<file path="src/rtl/led_pattern_shifter.sv">
// led_pattern_shifter: prescaled multi-mode pattern shifter for LED banks.
//   clk   - clock, rising edge
//   rst   - asynchronous active-high reset
//   en    - step enable (freezes prescaler and pattern when low)
//   mode  - 0 rotate left, 1 rotate right, 2 bounce, 3 Johnson
//   load  - synchronous parallel load strobe (wins over a step)
//   din   - parallel load value
//   q     - current pattern
//   dir   - bounce direction (0 toward MSB, 1 toward LSB), 0 outside bounce
//   tick  - one-cycle pulse after every step
//   wrap  - one-cycle pulse after a step that lands on INIT
module led_pattern_shifter #(
  parameter int unsigned      WIDTH = 8,
  parameter logic [WIDTH-1:0] INIT  = WIDTH'(1),
  parameter int unsigned      DIV   = 1
) (
  input  logic             clk,
  input  logic             rst,
  input  logic             en,
  input  logic [1:0]       mode,
  input  logic             load,
  input  logic [WIDTH-1:0] din,
  output logic [WIDTH-1:0] q,
  output logic             dir,
  output logic             tick,
  output logic             wrap
);

  localparam int unsigned      CNT_W   = (DIV > 1) ? $clog2(DIV) : 1;
  localparam logic [CNT_W-1:0] CNT_MAX = CNT_W'(DIV - 1);

  localparam logic [1:0] MODE_ROTL   = 2'd0;
  localparam logic [1:0] MODE_ROTR   = 2'd1;
  localparam logic [1:0] MODE_BOUNCE = 2'd2;

  logic [WIDTH-1:0] q_r = INIT;
  logic             dir_r;
  logic [CNT_W-1:0] cnt_r;
  logic             tick_r;
  logic             wrap_r;

  logic [WIDTH-1:0] q_nxt;
  logic             dir_nxt;
  logic [CNT_W-1:0] cnt_nxt;
  logic             tick_nxt;
  logic             wrap_nxt;
  logic             step_c;

  // Next-state: load > step > hold; dir only survives while in bounce mode.
  always_comb begin
    q_nxt    = q_r;
    dir_nxt  = (mode == MODE_BOUNCE) ? dir_r : 1'b0;
    cnt_nxt  = cnt_r;
    tick_nxt = 1'b0;
    wrap_nxt = 1'b0;
    step_c   = en && (cnt_r == CNT_MAX);

    if (load) begin
      q_nxt   = din;
      cnt_nxt = '0;
      dir_nxt = 1'b0;
    end else if (step_c) begin
      cnt_nxt  = '0;
      tick_nxt = 1'b1;
      // An all-zero pattern would stick forever in the shifting modes.
      if ((mode != 2'd3) && (q_r == '0)) begin
        q_nxt   = INIT;
        dir_nxt = 1'b0;
      end else begin
        case (mode)
          MODE_ROTL:   q_nxt = {q_r[WIDTH-2:0], q_r[WIDTH-1]};
          MODE_ROTR:   q_nxt = {q_r[0], q_r[WIDTH-1:1]};
          MODE_BOUNCE: begin
            // Turn around on reaching an end so the end bit is not repeated.
            if (!dir_r) begin
              if (q_r[WIDTH-1]) begin
                dir_nxt = 1'b1;
                q_nxt   = q_r >> 1;
              end else begin
                q_nxt   = q_r << 1;
              end
            end else begin
              if (q_r[0]) begin
                dir_nxt = 1'b0;
                q_nxt   = q_r << 1;
              end else begin
                q_nxt   = q_r >> 1;
              end
            end
          end
          default:     q_nxt = {q_r[WIDTH-2:0], ~q_r[WIDTH-1]};
        endcase
      end
      wrap_nxt = (q_nxt == INIT);
    end else if (en) begin
      cnt_nxt = cnt_r + CNT_W'(1);
    end
  end

  // State register.
  always_ff @(posedge clk or posedge rst) begin
    if (rst) begin
      q_r    <= INIT;
      dir_r  <= 1'b0;
      cnt_r  <= '0;
      tick_r <= 1'b0;
      wrap_r <= 1'b0;
    end else begin
      q_r    <= q_nxt;
      dir_r  <= dir_nxt;
      cnt_r  <= cnt_nxt;
      tick_r <= tick_nxt;
      wrap_r <= wrap_nxt;
    end
  end

  assign q    = q_r;
  assign dir  = dir_r;
  assign tick = tick_r;
  assign wrap = wrap_r;

endmodule

</file>
<file path="config.mk">
export PLATFORM = sky130hd
export DESIGN_NAME = led_pattern_shifter
export DESIGN_NICKNAME = d
export VERILOG_FILES = /design/src/rtl/led_pattern_shifter.sv
export SDC_FILE = /design/constraint.sdc
export NUM_CORES = 1
export LEC_CHECK = 0
export ABC_AREA = 1
export CORE_UTILIZATION = 40
export DETAILED_ROUTE_END_ITERATION = 6
export DONT_BUFFER_PORTS = 1
export HOLD_SLACK_MARGIN = 0.03
export PLACE_DENSITY_LB_ADDON = 0.08
export SETUP_SLACK_MARGIN = 0.05
export SYNTH_ARGS = -nofsm -noshare
export SYNTH_HDL_FRONTEND = slang
export SYNTH_SLANG_ARGS = --single-unit
</file>
<file path="constraint.sdc">
create_clock -name clk -period 1.6 [get_ports clk]
set_input_delay 0.08 -clock clk [delete_from_list [all_inputs] [get_ports clk]]
set_output_delay 0.08 -clock clk [all_outputs]
set_load 0.005 [all_outputs]
</file>
## After elaboration in Yosys (flattened, before gate mapping)

Cells that the tools add are included.

| storage, ports and cells | value |
|---|---|
| register bits after elaboration | 12 |
| input bits | 14 |

| operators by class | value |
|---|---|
| add/sub/neg operators | 1 |
| equality and inequality tests | 4 |
| mux-type cells | 24 |
| bitwise logic cells | 2 |
| reductions and logical operators | 6 |

Operators with widths:

| operator | count |
|---|---|
| $mux W8 | 8 |
| $pmux W8 S3 | 1 |
| $mux W1 | 15 |
| $eq A8 B1 Y1 const B | 1 |
| $logic_not A8 Y1 | 1 |
| $reduce_bool A3 Y1 | 1 |
| $eq A2 B1 Y1 const B | 1 |
| $eq A2 B2 Y1 const B | 1 |
| $logic_and A1 B1 Y1 | 2 |
| $logic_not A2 Y1 | 1 |
| $ne A2 B2 Y1 const B | 1 |
| $not A1 Y1 | 2 |
| $reduce_bool A2 Y1 | 1 |
| $add A1 B1 Y1 const B | 1 |

## Depth between registers and ports, before layout

| depth | value |
|---|---|
| word-level depth | 9 |
| depth in mapped cells | 11 |
| mapped depth without buffers | 10 |

## Least setup slack after synthesis

OpenSTA, ideal clock, no wires.

| path | value |
|---|---|
| path kind | register to register |
| from | register q_r[0], in the netlist q[0] |
| to | register wrap_r, in the netlist wrap |
| setup time | 114 ps |
| arrival time | 1,235 ps |
| data required time | 1,486 ps |
| path slack | 250 ps |
| stages on the path, launching flop included | 11 |
| path buffers | 1 |
| period minus slack after synthesis | 1,350 ps |
| cell sequence | dfstp_2 clkbuf_2 inv_1 nand2_1 nor2_1 nand3_1 nand2_1 nor2_1 nor2_1 nand3_1 nor2_1 |

| on the way | value |
|---|---|
| word-level cells in the longest chain between the ends | 9 |

Ends and longest elaborated chain:

| item | RTL line | text |
|---|---|---|
| start: declaration | 36 | `logic [WIDTH-1:0] q_r = INIT;` |
| start signal: assignment | 109 | `q_r <= q_nxt;` |
| $mux W8, on equally long branches | 83, 76 |  |
| $mux W8 | 75 | `if (!dir_r) begin` |
| $pmux W8 S3 | 70 | `case (mode)` |
| $mux W8 (*) | 66 | `if ((mode != 2'd3) && (q_r == '0)) begin` |
| $mux W8 (*) | 62 | `end else if (step_c) begin` |
| $mux W8 (*) | 58 | `if (load) begin` |
| $eq A8 B1 Y1 (*) | 94 | `wrap_nxt = (q_nxt == INIT);` |
| $mux W1 (*) | 62 |  |
| $mux W1 (*) | 58 |  |
| named net wrap_nxt | 46 | `logic wrap_nxt;` |
| end signal: assignment | 113 | `wrap_r <= wrap_nxt;` |
| end: declaration | 40 | `logic wrap_r;` |

Mark *: on every way through the listed nets, which the timed path passes. The rest lies on a longest branch. The select of a mux whose other input is x is not followed.
A chain may end at the register's enable or synchronous reset.

## Worst setup path after layout

| path | value |
|---|---|
| from | register q_r[4], in the netlist q[4] |
| to | register wrap_r, in the netlist wrap |

| on the way | value |
|---|---|
| word-level cells in the longest chain between the ends | 9 |

Ends and longest elaborated chain:

| item | RTL line |
|---|---|
| $mux W8, on equally long branches | 76, 83 |
| $mux W8 | 75 |
| $pmux W8 S3 | 70 |
| $mux W8 (*) | 66 |
| $mux W8 (*) | 62 |
| $mux W8 (*) | 58 |
| $eq A8 B1 Y1 (*) | 94 |
| $mux W1 (*) | 62 |
| $mux W1 (*) | 58 |
| named net wrap_nxt | 46 |

Marked as above.

==> impl_results.md <==
* Status: completed
* # rows at 16
* Setup TNS at 0 ns
* Number of setup violations in the final report at 0
* Share of cells above drive strength 1 at 0.1321
* Max Transition Viols Final at 0
* Required time worst endpoint at 1.82 ns
* Post-Syn Area per Cell at 6.247 um^2
* Via Count at 962
* Max-cap check violation count at 0
* Largest net degree at the start of global routing at 13
* Relative slew slack at 0.6787
* Starting Density at 0.4387
* Chip width at 49.10 um
* N_diodes at 0
* Number of synthesized flops with an enable pin at 0
* CTS Buffer Depth at 2
* Post-synth top cells: 62 x nand2_1, 17 x nand3_1, 16 x inv_1
* Drt drc at 0
* Worst setup EP type: flip-flop
* Number of nets still failing antenna checks after routing at 0
* RePlAce Congestion at 0.8856
* #FFs+latches synth at 12
* Sequential share of the synthesized area at 0.3399
* First-pass GRT wire length at 4.229 mm
* Via-per-instance ratio at 5.172
* Die Area at 2410 um^2
* Synthesis-to-finish area growth at 23.55%
* GRT overflow at 0
* Routed WL per cell at 13.78 um
* # IOs at 25
* Dpl hpwl at 1.927 mm
* Layout net count at 174
* HP Class: in -> reg
* Fin Clk Skew at 0.008989 ns
* Measured slew at the worst slew-check pin at 0.4814 ns
* Synth top area share at 0.3103
* Synth unique cells at 18
* Maximum vdd ir drop at 535.2 uV
* Crit path launch type: flip-flop
* Total track usage at 0.2323
* Period minus WS final at 1.382 ns
* Clock tree from TritonCTS: done
* Synthesized instance count at 142
* Ys async rst share at 1.000
* CTS buffer count at 3
* CTS HTree Levels at 1
* DRT Pass-1 Iters at 5
* Most numerous cell in the Yosys netlist: nand2_1
* Ys flop type: dfrtp_1
* Routed WL at 2.563 mm
* Worst setup path class: reg -> reg
* Hold_ws at 0.08866 ns
* Fill cell total of the finished layout at 203
* Worst EP arrival at 1.60 ns
* Max Freq at 723.4 MHz
* Power per Cell Area at 792.0 nW/um^2
* Mapped Area at 887.1 um^2
* Final hold vios at 0
* Number of global-route vias before repair at 888
* Initial DRC count at 40
* RSZ-0062 raised after global routing: false
* Die Span Y at 49.10 um
* Initial antenna violation count at 0
* Port bufs at 0
* Top cells by area, synth: dfrtp_1 31%, nand2_1 26%, nand3_1 9.6%
* Leakage at 0.5597 nW
* Final period utilization at 0.8640
* CP max FO at 5
* Worst skew pair latency at 0.28 ns
* Synth Warn # at 0
* CTS root buf: clkbuf_4
* Core area at 2022 um^2
* Dominant cell type by area after synthesis: dfrtp_1
* Reg clk slew, reported paths at 0.09 ns
* CTS sink count at 12
* Post-synthesis net count at 156
-- where the power goes --
group          internal (W)  switching (W)
combinational     0.0000929       0.000152
clock              0.000139       0.000114
sequential         0.000331      0.0000394
-- critical path, cell delays in order (launching register included) --
cell and delay [ns]:
dfrtp_1 0.45, inv_1 0.13, nand2_1 0.07, nor2_1 0.14, nand3_2 0.12, nand2_1 0.09
nor2_2 0.05, nor2_1 0.08, nand3_1 0.09, nor2_1 0.10
-- layout make-up --
class / instances / area [um^2] / area share
clock buffers: 4 / 36.28 / 0.03311
multi-input cells: 108 / 504.2 / 0.4600
flip-flops and latches: 12 / 302.8 / 0.2763
repair buffers: 16 / 147.6 / 0.1347
well taps: 27 / 33.78 / 0.03082
inverters: 19 / 71.32 / 0.06507
-- layer usage --
metal	up-vias	GRT usage	wire, um
met5	-	0	0
met4	0	0.08333	65
met3	7	0.03738	176
met2	40	0.3676	1137
met1	432	0.3176	1183
li1	483	-	-
-- repair_timing --
item,CTS,global route
endpoints found under the setup margin,0,1
gates resized for setup,0,4
hold buffers,12,0
buffers inserted,0,1
hold endpoints to repair,21,0
-- final timing paths --
| check | from | to | slack, ns | cells past startpoint |
|---|---|---|---|---|
| hold reg to reg | dir$_DFF_PP0_ | dir$_DFF_PP0_ | 0.62 | 1 |
| setup / recovery | q[4]$_DFFE_PP0P_ | wrap$_DFF_PP0_ | 0.22 | 9 |
| min in group asynchronous | rst | q[4]$_DFFE_PP0P_ | 0.25 | 2 |
| setup reg to reg | q[4]$_DFFE_PP0P_ | wrap$_DFF_PP0_ | 0.22 | 9 |
| max in group asynchronous | rst | q[2]$_DFFE_PP0P_ | 0.99 | 2 |
| hold / removal | en | tick$_DFF_PP0_ | 0.09 | 3 |
-- registers in the layout, indices dropped and copies added (netlist names) --
| name | cells |
|---|---|
| cnt_r | 1 |
| dir | 1 |
| q | 8 |
| tick | 1 |
| wrap | 1 |
-- layout by cell type (no fill, tap or decap), drive strengths merged --
cell type,netlist,final
buf,2,3
clkbuf,1,5
nor3,2,2
inv,19,19
nand3,18,18
dfrtp,11,11
dlygate4sd3,0,12
o211ai,8,8
nor2,14,14
o21ai,2,2
a32o,1,1
dfstp,1,1
nand2,63,63
-- through the flow --
| stage | power, W | setup WS, ns | cells | utilization | area [um^2] |
|---|---|---|---|---|---|
| after detailed placement | 0.0005856 | 0.1186 | 169 | 0.4579 | 925.9 |
| after floorplan | 0.0005308 | 0.2502 | 142 | - | 887.1 |
| after global routing | 0.0009199 | 0.05893 | 186 | 0.5421 | 1096 |
| final | 0.0008681 | 0.2176 | 186 | 0.5421 | 1096 |
| after CTS | 0.0008569 | 0.1035 | 185 | 0.5353 | 1082 |
| after global placement | 0.0005841 | 0.1227 | 169 | 0.4579 | 925.9 |
-- kinds of logic (layout without fill, tap and decap cells) --
logic type	count (synthesis)	in the layout	synth area share
compound gates	11	11	0.09027
buf+inv	22	39	0.1001
simple gates	97	97	0.4697
flops	12	12	0.3399
Note: power is estimated with default switching activity, not from simulation.
